==> src/rtl/dmi_pkg.sv <==
// Shared DMI encodings: op/resp codes, register map and responder FSM states.
package dmi_pkg;

  typedef enum logic [1:0] {
    DmiNop   = 2'd0,
    DmiRead  = 2'd1,
    DmiWrite = 2'd2,
    DmiRsvd  = 2'd3
  } dmi_op_e;

  localparam logic [1:0] DmiRespSuccess = 2'd0;
  localparam logic [1:0] DmiRespFailed  = 2'd2;

  localparam logic [6:0] AddrData0     = 7'h04;
  localparam logic [6:0] AddrDmcontrol = 7'h10;
  localparam logic [6:0] AddrDmstatus  = 7'h11;

  // version=2, authenticated=1
  localparam logic [31:0] DMSTATUS_VALUE = 32'h0000_0082;

  typedef enum logic [1:0] {
    StIdle,
    StWait,
    StResp
  } dmi_state_e;

  // data0..data3 occupy one aligned block of four addresses
  function automatic logic is_data_addr(logic [6:0] addr);
    return addr[6:2] == AddrData0[6:2];
  endfunction

endpackage

==> src/rtl/dmi_responder.sv <==
// Minimal DMI target: data0..3 scratch, dmcontrol (haltreq/ndmreset/dmactive), dmstatus,
// with a programmable access latency between request acceptance and response.
module dmi_responder
  import dmi_pkg::*;
#(
  parameter int unsigned WAIT_CYCLES = 2
) (
  input  logic        clk,
  input  logic        reset,
  input  logic        debug_req_valid,
  output logic        debug_req_ready,
  input  logic [6:0]  debug_req_bits_addr,
  input  logic [1:0]  debug_req_bits_op,
  input  logic [31:0] debug_req_bits_data,
  output logic        debug_resp_valid,
  input  logic        debug_resp_ready,
  output logic [1:0]  debug_resp_bits_resp,
  output logic [31:0] debug_resp_bits_data,
  output logic        dmactive,
  output logic        ndmreset,
  output logic        haltreq
);

  localparam logic [3:0] WaitInit = (WAIT_CYCLES == 0) ? 4'd0 : 4'(WAIT_CYCLES - 1);

  dmi_state_e        state_q, state_d;
  logic [3:0]        cnt_q, cnt_d;
  logic [6:0]        addr_q, addr_d;
  dmi_op_e           op_q, op_d;
  logic [31:0]       wdata_q, wdata_d;
  logic [1:0]        resp_q, resp_d;
  logic [31:0]       rdata_q, rdata_d;
  logic [3:0][31:0]  data_q, data_d;
  logic              dmactive_q, dmactive_d;
  logic              ndmreset_q, ndmreset_d;
  logic              haltreq_q, haltreq_d;

  logic              access;
  logic [6:0]        sel_addr;
  dmi_op_e           sel_op;
  logic [31:0]       sel_data;

  always_comb begin
    state_d = state_q;
    cnt_d   = cnt_q;
    addr_d  = addr_q;
    op_d    = op_q;
    wdata_d = wdata_q;
    access  = 1'b0;
    unique case (state_q)
      StIdle: begin
        if (debug_req_valid) begin
          addr_d  = debug_req_bits_addr;
          op_d    = dmi_op_e'(debug_req_bits_op);
          wdata_d = debug_req_bits_data;
          if (WAIT_CYCLES == 0) begin
            state_d = StResp;
            access  = 1'b1;
          end else begin
            state_d = StWait;
            cnt_d   = WaitInit;
          end
        end
      end
      StWait: begin
        if (cnt_q == 4'd0) begin
          state_d = StResp;
          access  = 1'b1;
        end else begin
          cnt_d = cnt_q - 4'd1;
        end
      end
      StResp: begin
        if (debug_resp_ready) state_d = StIdle;
      end
      default: state_d = StIdle;
    endcase
  end

  // With zero wait the access happens on the accept edge, before the capture flops load.
  always_comb begin
    sel_addr = (state_q == StIdle) ? debug_req_bits_addr : addr_q;
    sel_op   = (state_q == StIdle) ? dmi_op_e'(debug_req_bits_op) : op_q;
    sel_data = (state_q == StIdle) ? debug_req_bits_data : wdata_q;
  end

  always_comb begin
    resp_d     = resp_q;
    rdata_d    = rdata_q;
    data_d     = data_q;
    dmactive_d = dmactive_q;
    ndmreset_d = ndmreset_q;
    haltreq_d  = haltreq_q;
    if (access) begin
      resp_d  = DmiRespSuccess;
      rdata_d = '0;
      unique case (sel_op)
        DmiNop: ;
        DmiRead: begin
          if (is_data_addr(sel_addr)) begin
            rdata_d = data_q[sel_addr[1:0]];
          end else if (sel_addr == AddrDmcontrol) begin
            rdata_d = {haltreq_q, 29'd0, ndmreset_q, dmactive_q};
          end else if (sel_addr == AddrDmstatus) begin
            rdata_d = DMSTATUS_VALUE;
          end
        end
        DmiWrite: begin
          if (is_data_addr(sel_addr)) begin
            data_d[sel_addr[1:0]] = sel_data;
          end else if (sel_addr == AddrDmcontrol) begin
            if (sel_data[0]) begin
              dmactive_d = 1'b1;
              ndmreset_d = sel_data[1];
              haltreq_d  = sel_data[31];
            end else begin
              // Dropping dmactive resets the whole debug module state.
              dmactive_d = 1'b0;
              ndmreset_d = 1'b0;
              haltreq_d  = 1'b0;
              data_d     = '0;
            end
          end
        end
        default: resp_d = DmiRespFailed;
      endcase
    end
  end

  always_ff @(posedge clk or posedge reset) begin
    if (reset) begin
      state_q    <= StIdle;
      cnt_q      <= '0;
      addr_q     <= '0;
      op_q       <= DmiNop;
      wdata_q    <= '0;
      resp_q     <= '0;
      rdata_q    <= '0;
      data_q     <= '0;
      dmactive_q <= 1'b0;
      ndmreset_q <= 1'b0;
      haltreq_q  <= 1'b0;
    end else begin
      state_q    <= state_d;
      cnt_q      <= cnt_d;
      addr_q     <= addr_d;
      op_q       <= op_d;
      wdata_q    <= wdata_d;
      resp_q     <= resp_d;
      rdata_q    <= rdata_d;
      data_q     <= data_d;
      dmactive_q <= dmactive_d;
      ndmreset_q <= ndmreset_d;
      haltreq_q  <= haltreq_d;
    end
  end

  assign debug_req_ready      = (state_q == StIdle) && !reset;
  assign debug_resp_valid     = (state_q == StResp);
  assign debug_resp_bits_resp = resp_q;
  assign debug_resp_bits_data = rdata_q;
  assign dmactive             = dmactive_q;
  assign ndmreset             = ndmreset_q;
  assign haltreq              = haltreq_q;

endmodule

==> config.mk <==
export PLATFORM = sky130hd
export DESIGN_NAME = dmi_responder
export DESIGN_NICKNAME = d
export VERILOG_FILES = /design/src/rtl/dmi_pkg.sv /design/src/rtl/dmi_responder.sv
export SDC_FILE = /design/constraint.sdc
export NUM_CORES = 1
export LEC_CHECK = 0
export CAP_MARGIN = 30
export CORE_ASPECT_RATIO = 1.4
export CORE_MARGIN = 8
export CORE_UTILIZATION = 58
export CTS_CLUSTER_DIAMETER = 50
export DETAILED_ROUTE_END_ITERATION = 16
export PLACE_DENSITY = 0.8
export SLEW_MARGIN = 20
export SYNTH_ARGS = -nofsm -noshare
export SYNTH_HDL_FRONTEND = slang
export SYNTH_SLANG_ARGS = --single-unit
==> constraint.sdc <==
create_clock -name clk -period 8.6 [get_ports clk]
set_clock_uncertainty 0.05 [all_clocks]
set_input_delay 1.72 -clock clk [delete_from_list [all_inputs] [get_ports clk]]
set_output_delay 1.72 -clock clk [all_outputs]
set_load 0.02 [all_outputs]
==> summary.txt, run 1 <==
Status: complete, no violations
Synthesized area: 10,180 sq um
Initial antenna violation count: 0
Vias per std cell: 6.345
Top cells by count, synth: 211 x dfrtp_1, 160 x nand2_1, 150 x a22o_1, 92 x o21ai_0, 63 x mux2i_1
Ant. Diodes: 0
FILL cells: 1,308
Root Driver: clkbuf_16
Distinct cells, synth: 55
Worst hold start: cnt_q[0]$_DFFE_PP0P_
First-pass GRT wire length: 42,610 um
Largest net degree at the start of global routing: 136
Core ar.: 17,260 sq um
Arrival @ worst endpoint: 2.99 ns
DP HPWL: 15,070 um
LEAKAGE: 5.426 nW
Fin. max-slew vios: 0
Pwr/cell area: 310.4 nW/um^2
Min Hold Slack: 0.4405 ns
RePlAce Congestion: 0.8067
# DRC: 0
Ys Warns: 0
Tcrit/Tclk final: 55.33%
Largest stage delay, worst path: 0.62 ns
DR iter-0 viols: 610
Unrepaired setup endpoints after global routing: false
EDFF count, synth: 0
Final min period: 4.759 ns
Final hold vios: 0
Placed Instances: 1,184
Slowest CP cell: clkdlybuf4s50_1
Worst hold path type: register to register
Rows: 57
Ys async rst share: 100.0%
Dominant cells by area after synthesis: dfrtp_1 52%, a22o_1 13%, mux2i_1 6.2%, nand2_1 5.9%, mux2_2 4.5%
Family with the most delay on the worst path: buffers and inverters
Peak supply drop: 0.2654 mV
Yosys top cell by area: dfrtp_1
Worst-path clk slew: 0.06 ns
Clock share of power: 25.0%
Buf/Inv on CP: 2
Fmax achieved: 210.1 MHz
Worst r2r dst: data_q[107]$_DFFE_PP0P_
Final core area utilization: 68.73%
Reg2Reg Setup Slack: 5.05 ns
CTS Sinks: 211
Setup TNS: 0 ns
Most common cell on crit path: clkdlybuf4s50_1
Full die area: 22,120 sq um
Pwr Total: 3.683 mW
Int Pwr: 2.261 mW
Post-CTS Setup Bufs: 0
Syn avg cell area: 11.02 sq um
WL/cell: 21.10 um
Nets@finish: 1,020
Sequential area share after synthesis: 51.84%
Worst-margin pin slew: 1.017 ns
Setup Slack @ Placement: 3.831 ns
Sequential Power Share: 36.3%
Hold EP: cnt_q[0]$_DFFE_PP0P_
Initial Util: 59.01%
Post-Syn Nets: 971
CTS tree: yes
Critical Path Source Type: primary input
WHS Path Cells: 1
Layout Cells excl Fill: 1,223
Clk buf depth: 3
# port buffers: 82
Width of the die: 128.0 um
Clk Latency, worst-skew pair: 0.49 ns
Crit. Startpoint: reset
Die span in y: 172.8 um
Crit Path Category: primary input to output port
Sw Ratio: 38.60%
Most used DFF post-synth: dfrtp_1
#FFs+latches synth: 211
Most frequent cell after synthesis: dfrtp_1
Vias: 7,760
CP cell instances: clkdlybuf4s50_1, nor2_1, clkdlybuf4s50_1
# Max-Cap Violations: 0
GRT Resource Usage Total: 23.58%
Combinational share of power: 38.7%
Slew headroom: 31.96%
Worst R2R Start: state_q[1]$_DFFE_PP0P_
Gr ovfl total: 0
Routed Antenna Nets: 0
Final wirelength: 25,810 um
Cells after synthesis: 924
H-tree Lvls: 1
Finish-stage setup viols: 0
Share of the synthesized area in the top cell type: 51.84%
Pre-Repair DR Iteration Count: 5
Fin area: 11,860 sq um
Setup WS post-layout: 3.841 ns
Fraction of layout cells with a size suffix above 1: 12.26%
Req. time, crit path: 6.83 ns
Vias in the first global route: 8,218
Layout area overhead: 16.47%
# IOs: 84
R2R cell count: 7
Post_cts resized: 0
Critical path depth: 3
Crit. End Element: output port
Area after DPL: 11,120 sq um
Switch Pwr: 1.421 mW
Hold buffers post-CTS: 0
CP Max Fanout: 2
TritonCTS buffer count: 21
==> worst reg2reg max path: stages (launching register included) <==
cell      delay (ns)
dfrtp_1         0.65
or2_4           0.45
buf_4           0.61
mux2_4          0.37
a211oi_4        0.06
o21ai_4         0.49
buf_4           0.56
a22o_1          0.25
==> layer usage <==
metal	vias to the layer above	GRT usage [%]	part of all wire (%)
met5	-	0	0
met4	0	8.503	1.9
met3	42	3.017	5.8
met2	258	39.42	50
met1	3952	30.63	42
li1	3508	-	-
==> cell type report <==
cell class / count / area, sq um / share of cell area (%)
Clock buffer: 27 / 578.1 / 4.873
Timing Repair Buffer: 102 / 1011 / 8.522
Multi-Input combinational cell: 632 / 4561 / 38.45
Tap cell: 236 / 295.3 / 2.489
Sequential cell: 211 / 5280 / 44.51
Clock inverter: 10 / 111.4 / 0.9387
Inverter: 5 / 26.28 / 0.2215
==> power groups by stage <==
| stage | combinational, mW | clock [mW] | sequential (mW) |
|---|---|---|---|
| 6_report | 1.42 | 0.922 | 1.34 |
| 5_1_grt | 1.54 | 0.981 | 1.36 |
| 4_1_cts | 1.42 | 0.936 | 1.33 |
| 3_5_place_dp | 1.41 | 0 | 1.35 |
| 3_3_place_gp | 1.38 | 0 | 1.34 |
| 2_1_floorplan | 1.03 | 0 | 1.30 |
==> worst max-delay path by stage <==
stage                             to  slack [ns]
4_1_cts              debug_req_ready        3.82
6_report             debug_req_ready        3.84
2_1_floorplan  addr_q[0]$_DFFE_PP0P_        1.06
3_3_place_gp         debug_req_ready        3.83
5_1_grt              debug_req_ready        3.78
3_5_place_dp         debug_req_ready        3.83
==> registers in the layout, summed over array words and instances, names as in the netlist <==
signal,cells
cnt_q,4
dmactive,1
op_q,2
state_q,2
ndmreset,1
haltreq,1
data_q,128
debug_resp_bits_data,32
wdata_q,32
addr_q,7
debug_resp_bits_resp,1
==> cell usage in the layout (no fill, tap or decap), types with 3 or more instances in the layout <==
cell	count
clkbuf_8	3
buf_4	18
o2bb2ai_1	5
clkdlybuf4s50_1	82
clkinvlp_4	3
inv_1	4
nor3_1	3
o21ai_4	3
nand2b_1	3
and4b_1	4
clkbuf_1	3
dfrtp_1	211
and2_1	3
a22o_1	150
o21ai_1	9
nor2_1	10
a31oi_1	3
nor2b_1	3
clkinv_2	4
o21ai_0	92
a21oi_1	4
mux2_2	41
nand4b_1	6
nand2_1	159
mux2i_1	62
clkbuf_16	21
a22oi_1	30
a221o_1	3
==> kinds of logic (layout without fill, tap and decap cells) <==
family,count (synthesis),after routing,share of synthesized area [%]
flip-flops,211,211,51.84
buffers and inverters,81,144,4.103
multiplexers,109,109,11.60
AND/OR/NAND/NOR,206,206,9.005
other,1,1,0.03682
XOR/XNOR,2,2,0.1720
adder cells (fa/ha/maj),2,2,0.2457
AO/OA/AOI/OAI,312,312,23.00
(Power assumes the default switching activity.)
==> run 2, diff against run 1 <==
==> constraint.sdc (replaced) <==
create_clock -name clk -period 4.8 [get_ports clk]
set_clock_uncertainty 0.05 [all_clocks]
set_input_delay 0.96 -clock clk [delete_from_list [all_inputs] [get_ports clk]]
set_output_delay 0.96 -clock clk [all_outputs]
set_load 0.02 [all_outputs]
==> summary.txt, run 2 (same netlist as run 1, synthesis figures left out) <==
Status: complete, no violations (unchanged)
Fin. max-slew vios: 0 (unchanged)
Slew headroom: 50.28% (was 31.96%)
Initial antenna violation count: 0 (unchanged)
Int Pwr: 4.290 mW (was 2.261 mW)
LEAKAGE: 5.501 nW (was 5.426 nW)
Finish-stage setup viols: 0 (unchanged)
Sw Ratio: 37.83% (was 38.60%)
Routed Antenna Nets: 0 (unchanged)
WL/cell: 21.57 um (was 21.10 um)
Fraction of layout cells with a size suffix above 1: 12.88% (was 12.26%)
Crit Path Category: register to output port (was primary input to output port)
Clock share of power: 27.6% (was 25.0%)
Tcrit/Tclk final: 71.83%
Sequential Power Share: 34.7% (was 36.3%)
FILL cells: 1,322 (was 1,308)
Hold buffers post-CTS: 0 (unchanged)
Layout Cells excl Fill: 1,230 (was 1,223)
Pwr/cell area: 575.4 nW/um^2 (was 310.4 nW/um^2)
H-tree Lvls: 1 (unchanged)
Multi-input logic area: 4546 sq um (was 4561 sq um)
Final core area utilization: 69.47% (was 68.73%)
CTS tree: yes (unchanged)
Switch Pwr: 2.610 mW (was 1.421 mW)
Crit. End Element: output port (unchanged)
Ant. Diodes: 0 (unchanged)
Final wirelength: 26,530 um (was 25,810 um)
# Max-Cap Violations: 0 (unchanged)
# DRC: 0 (unchanged)
Gr ovfl total: 0 (unchanged)
Post-CTS Setup Bufs: 0 (unchanged)
DP HPWL: 16,020 um (was 15,070 um)
CP Max Fanout: 38 (was 2)
Max FFs per register: 128 (unchanged)
Vias per std cell: 6.380 (was 6.345)
Largest net degree at the start of global routing: 137 (was 136)
DR iter-0 viols: 765 (was 610)
Width of the die: 128.0 um (unchanged)
Unrepaired setup endpoints after global routing: false (unchanged)
Peak supply drop: 0.4441 mV (was 0.2654 mV)
Final min period: 3.448 ns
TritonCTS buffer count: 22 (was 21)
Post_cts resized: 0 (unchanged)
Commonest non-fill, non-tap cell in the layout: dfrtp_1 (unchanged)
Full die area: 22,120 sq um (unchanged)
CTS Sinks: 211 (unchanged)
Arrival @ worst endpoint: 2.44 ns (was 2.99 ns)
Core ar.: 17,260 sq um (unchanged)
Initial Util: 59.01% (unchanged)
Die span in y: 172.8 um (unchanged)
GRT Resource Usage Total: 24.11% (was 23.58%)
RePlAce Congestion: 0.8002 (was 0.8067)
Final hold vios: 0 (unchanged)
Critical Path Source Type: register (was primary input)
Worst hold path type: register to register (unchanged)
Setup TNS: 0 ns (unchanged)
Worst-margin pin slew: 0.7458 ns (was 1.017 ns)
Fmax achieved: 290.0 MHz
Placed Instances: 1,190 (was 1,184)
Most frequent cells in the layout: 211 x dfrtp_1, 159 x nand2_1, 150 x a22o_1 (unchanged)
Clk Latency, worst-skew pair: 0.51 ns (was 0.49 ns)
Rows: 57 (unchanged)
Vias in the first global route: 8,093 (was 8,218)
Vias: 7,847 (was 7,760)
# IOs: 84 (unchanged)
First-pass GRT wire length: 42,930 um (was 42,610 um)
Layout area overhead: 17.73% (was 16.47%)
Root Driver: clkbuf_16 (unchanged)
Reg with most FFs: data_q (unchanged)
FF+latch area: 5280 sq um (unchanged)
# port buffers: 82 (unchanged)
Clk buf depth: 3 (unchanged)
Combinational share of power: 37.7% (was 38.7%)
Req. time, crit path: 3.79 ns (was 6.83 ns)
Pre-Repair DR Iteration Count: 5 (unchanged)
Worst-path clk slew: 0.06 ns (about the same)
Nets@finish: 1,025 (was 1,020)
-- run 2: cell types whose count changed in the layout (fill, tap and decap cells not counted), moves of 2 or more --
cell       change
o21ai_4        -2
clkbuf_16      +2
buf_12         +2
bufinv_16      +3
buf_16         -2
o21ai_2        +2
buf_4          +3
-- run 2: final cells by class --
cell class / instances / area share, %
Sequential cell: 211 / 44.04
Tap cell: 236 / 2.463
Inverter: 5 / 0.1878
Clock buffer: 29 / 5.238
Multi-Input combinational cell: 632 / 37.91
Clock inverter: 11 / 1.576
Timing Repair Buffer: 106 / 8.588
-- run 2: final timing paths --
kind / startpoint / endpoint / slack (ns) / cells past startpoint
min in group asynchronous: reset / cnt_q[3]$_DFFE_PP0P_ / 0.76 / 2
worst min-delay path: data_q[31]$_DFFE_PP0P_ / data_q[31]$_DFFE_PP0P_ / 0.44 / 1
max in group asynchronous: reset / debug_resp_bits_data[16]$_DFFE_PP0N_ / 2.94 / 3
worst max-delay path: state_q[1]$_DFFE_PP0P_ / debug_req_ready / 1.35 / 3
worst max register to register: state_q[1]$_DFFE_PP0P_ / debug_resp_bits_data[7]$_DFFE_PP0N_ / 1.60 / 6
worst min register to register: data_q[31]$_DFFE_PP0P_ / data_q[31]$_DFFE_PP0P_ / 0.44 / 1
-- run 2: worst max-delay path, stage by stage, from the launching register on --
cell and delay [ns]:
dfrtp_1 0.68, or2_4 0.61, nor2_1 0.08, clkdlybuf4s50_1 0.56
-- run 2: metal layers --
layer	track usage (%)	wire length, um	vias up
met5	0	0	-
met4	9.050	727	0
met3	3.910	1779	65
met2	40.57	13230	319
met1	30.41	10790	3951
li1	-	-	3512
-- run 2: metrics by stage --
stage	cell area, sq um	worst slack [ns]	hold slack (ns)	total power [mW]
after floorplan	10190	1.048	0.4011	4.185
after global placement	11160	1.276	0.4218	4.907
after detailed placement	11170	1.233	0.4220	4.985
after CTS	11990	1.328	0.4410	6.900
after global routing	11990	1.267	0.4591	7.237
final	11990	1.352	0.4424	6.900
-- run 2: power by group through the flow --
stage	combinational [mW]	sequential [mW]	clock (mW)
finish	2.60	2.40	1.90
global placement	2.51	2.39	0
global route	2.80	2.44	2.00
floorplan	1.85	2.33	0
detailed placement	2.57	2.42	0
CTS	2.58	2.39	1.93
==> run 3, diff against run 2 <==
==> constraint.sdc (replaced) <==
create_clock -name clk -period 3.4 [get_ports clk]
set_clock_uncertainty 0.05 [all_clocks]
set_input_delay 0.68 -clock clk [delete_from_list [all_inputs] [get_ports clk]]
set_output_delay 0.68 -clock clk [all_outputs]
set_load 0.02 [all_outputs]
==> summary.txt, run 3 (same netlist as run 1, synthesis figures left out) <==
Status: complete, no violations (unchanged)
Full die area: 22,120 sq um (unchanged)
Rows: 57 (unchanged)
Req. time, crit path: 2.67 ns (was 3.79 ns)
Width of the die: 128.0 um (unchanged)
Crit. End Element: output port (unchanged)
Nets@finish: 1,036 (was 1,025)
Max FFs per register: 128 (unchanged)
Initial Util: 59.01% (unchanged)
Peak supply drop: 0.5419 mV (was 0.4441 mV)
Worst hold path type: register to register (unchanged)
FILL cells: 1,317 (was 1,322)
Setup WS post-layout: 0.3631 ns (was 1.352 ns)
Post-CTS Setup Bufs: 0 (unchanged)
Clk Latency, worst-skew pair: 0.50 ns (was 0.51 ns)
Die span in y: 172.8 um (unchanged)
Fin. max-slew vios: 0 (unchanged)
Gr ovfl total: 0 (unchanged)
Commonest non-fill, non-tap cell in the layout: dfrtp_1 (unchanged)
Clk buf depth: 3 (unchanged)
Tcrit/Tclk final: 89.32%
Critical Path Source Type: register (unchanged)
Placed Instances: 1,202 (was 1,190)
DR iter-0 viols: 649 (was 765)
Vias per std cell: 6.302 (was 6.380)
Arrival @ worst endpoint: 2.31 ns (was 2.44 ns)
Core ar.: 17,260 sq um (unchanged)
Pre-Repair DR Iteration Count: 5 (unchanged)
LEAKAGE: 5.480 nW (was 5.501 nW)
Reg with most FFs: data_q (unchanged)
Multi-input logic area: 4546 sq um (unchanged)
RePlAce Congestion: 0.8184 (was 0.8002)
Largest net degree at the start of global routing: 94 (was 137)
Crit Path Category: register to output port (unchanged)
Initial antenna violation count: 0 (unchanged)
Worst-path clk slew: 0.06 ns (about the same)
Layout Cells excl Fill: 1,237 (was 1,230)
Layout area overhead: 16.97% (was 17.73%)
TritonCTS buffer count: 21 (was 22)
Pwr/cell area: 775.6 nW/um^2 (was 575.4 nW/um^2)
Setup Slack @ Placement: 0.2599 ns (was 1.233 ns)
DP HPWL: 16,550 um (was 16,020 um)
CTS tree: yes (unchanged)
Fraction of layout cells with a size suffix above 1: 13.39% (was 12.88%)
Unrepaired setup endpoints after global routing: false (unchanged)
Ant. Diodes: 0 (unchanged)
Final core area utilization: 69.02% (was 69.47%)
FF+latch area: 5280 sq um (unchanged)
Routed Antenna Nets: 0 (unchanged)
Root Driver: clkbuf_16 (unchanged)
Post_cts resized: 0 (unchanged)
WL/cell: 20.96 um (was 21.57 um)
Finish-stage setup viols: 0 (unchanged)
Slew headroom: 58.24% (was 50.28%)
# IOs: 84 (unchanged)
Setup TNS: 0 ns (unchanged)
Vias in the first global route: 8,300 (was 8,093)
Hold buffers post-CTS: 0 (unchanged)
# Max-Cap Violations: 0 (unchanged)
Final min period: 3.037 ns
CP Max Fanout: 22 (was 38)
Final hold vios: 0 (unchanged)
# port buffers: 82 (unchanged)
# DRC: 0 (unchanged)
GRT Resource Usage Total: 23.99% (was 24.11%)
Final wirelength: 25,930 um (was 26,530 um)
Fmax achieved: 329.3 MHz
First-pass GRT wire length: 43,170 um (was 42,930 um)
CTS Sinks: 211 (unchanged)
H-tree Lvls: 1 (unchanged)
Worst-margin pin slew: 0.6249 ns (was 0.7458 ns)
Most frequent cells in the layout: 211 x dfrtp_1, 159 x nand2_1, 150 x a22o_1 (unchanged)
Vias: 7,795 (was 7,847)
[run 3: worst max-delay path, cell delays in order (launching register included)]
cell	delay [ns]
dfrtp_1	0.47
buf_4	0.21
or2_4	0.38
nor2_1	0.13
clkdlybuf4s50_1	0.62
[run 3: cell type report]
cell class	count	share of cell area (%)
clock inverter	6	0.2731
timing repair buffer	118	9.579
sequential	211	44.32
inverter	5	0.1891
clock buffer	29	4.999
tap	236	2.479
multi-input combinational	632	38.16
[run 3: where the power goes]
group | total [mW] | internal, mW | switching (mW) | leakage, nW
combinational | 3.70 | 1.44 | 2.25 | 2.47
sequential | 3.37 | 2.98 | 0.397 | 2.69
clock | 2.17 | 1.22 | 0.952 | 0.312
total | 9.24 | 5.64 | 3.60 | 5.48
[run 3: path summary, 6_finish.rpt]
| kind | startpoint | endpoint | slack (ns) | cells past startpoint |
|---|---|---|---|---|
| min reg2reg | debug_resp_bits_resp[1]$_DFFE_PP0N_ | debug_resp_bits_resp[1]$_DFFE_PP0N_ | 0.45 | 2 |
| min | debug_resp_bits_resp[1]$_DFFE_PP0N_ | debug_resp_bits_resp[1]$_DFFE_PP0N_ | 0.45 | 2 |
| min in group asynchronous | reset | wdata_q[3]$_DFFE_PP0P_ | 0.54 | 2 |
| max | state_q[1]$_DFFE_PP0P_ | debug_req_ready | 0.36 | 4 |
| max in group asynchronous | reset | data_q[79]$_DFFE_PP0P_ | 1.92 | 3 |
| max reg2reg | state_q[0]$_DFFE_PP0P_ | data_q[10]$_DFFE_PP0P_ | 0.63 | 6 |
[run 3: stage by stage]
stage | total power [mW] | cell area, sq um | hold WS [ns]
floorplan | 5.908 | 10190 | 0.4011
global placement | 6.972 | 11280 | 0.4213
detailed placement | 7.065 | 11280 | 0.4328
CTS | 9.243 | 11910 | 0.4522
global route | 9.743 | 11910 | 0.4626
finish | 9.239 | 11910 | 0.4478
[run 3: routing by layer]
layer / vias up / GRT usage, % / wire (um)
li1: 3541 / - / -
met1: 3916 / 29.72 / 10540
met3: 68 / 3.356 / 1313
met5: - / 0 / 0
met2: 270 / 40.81 / 13230
met4: 0 / 10.29 / 839
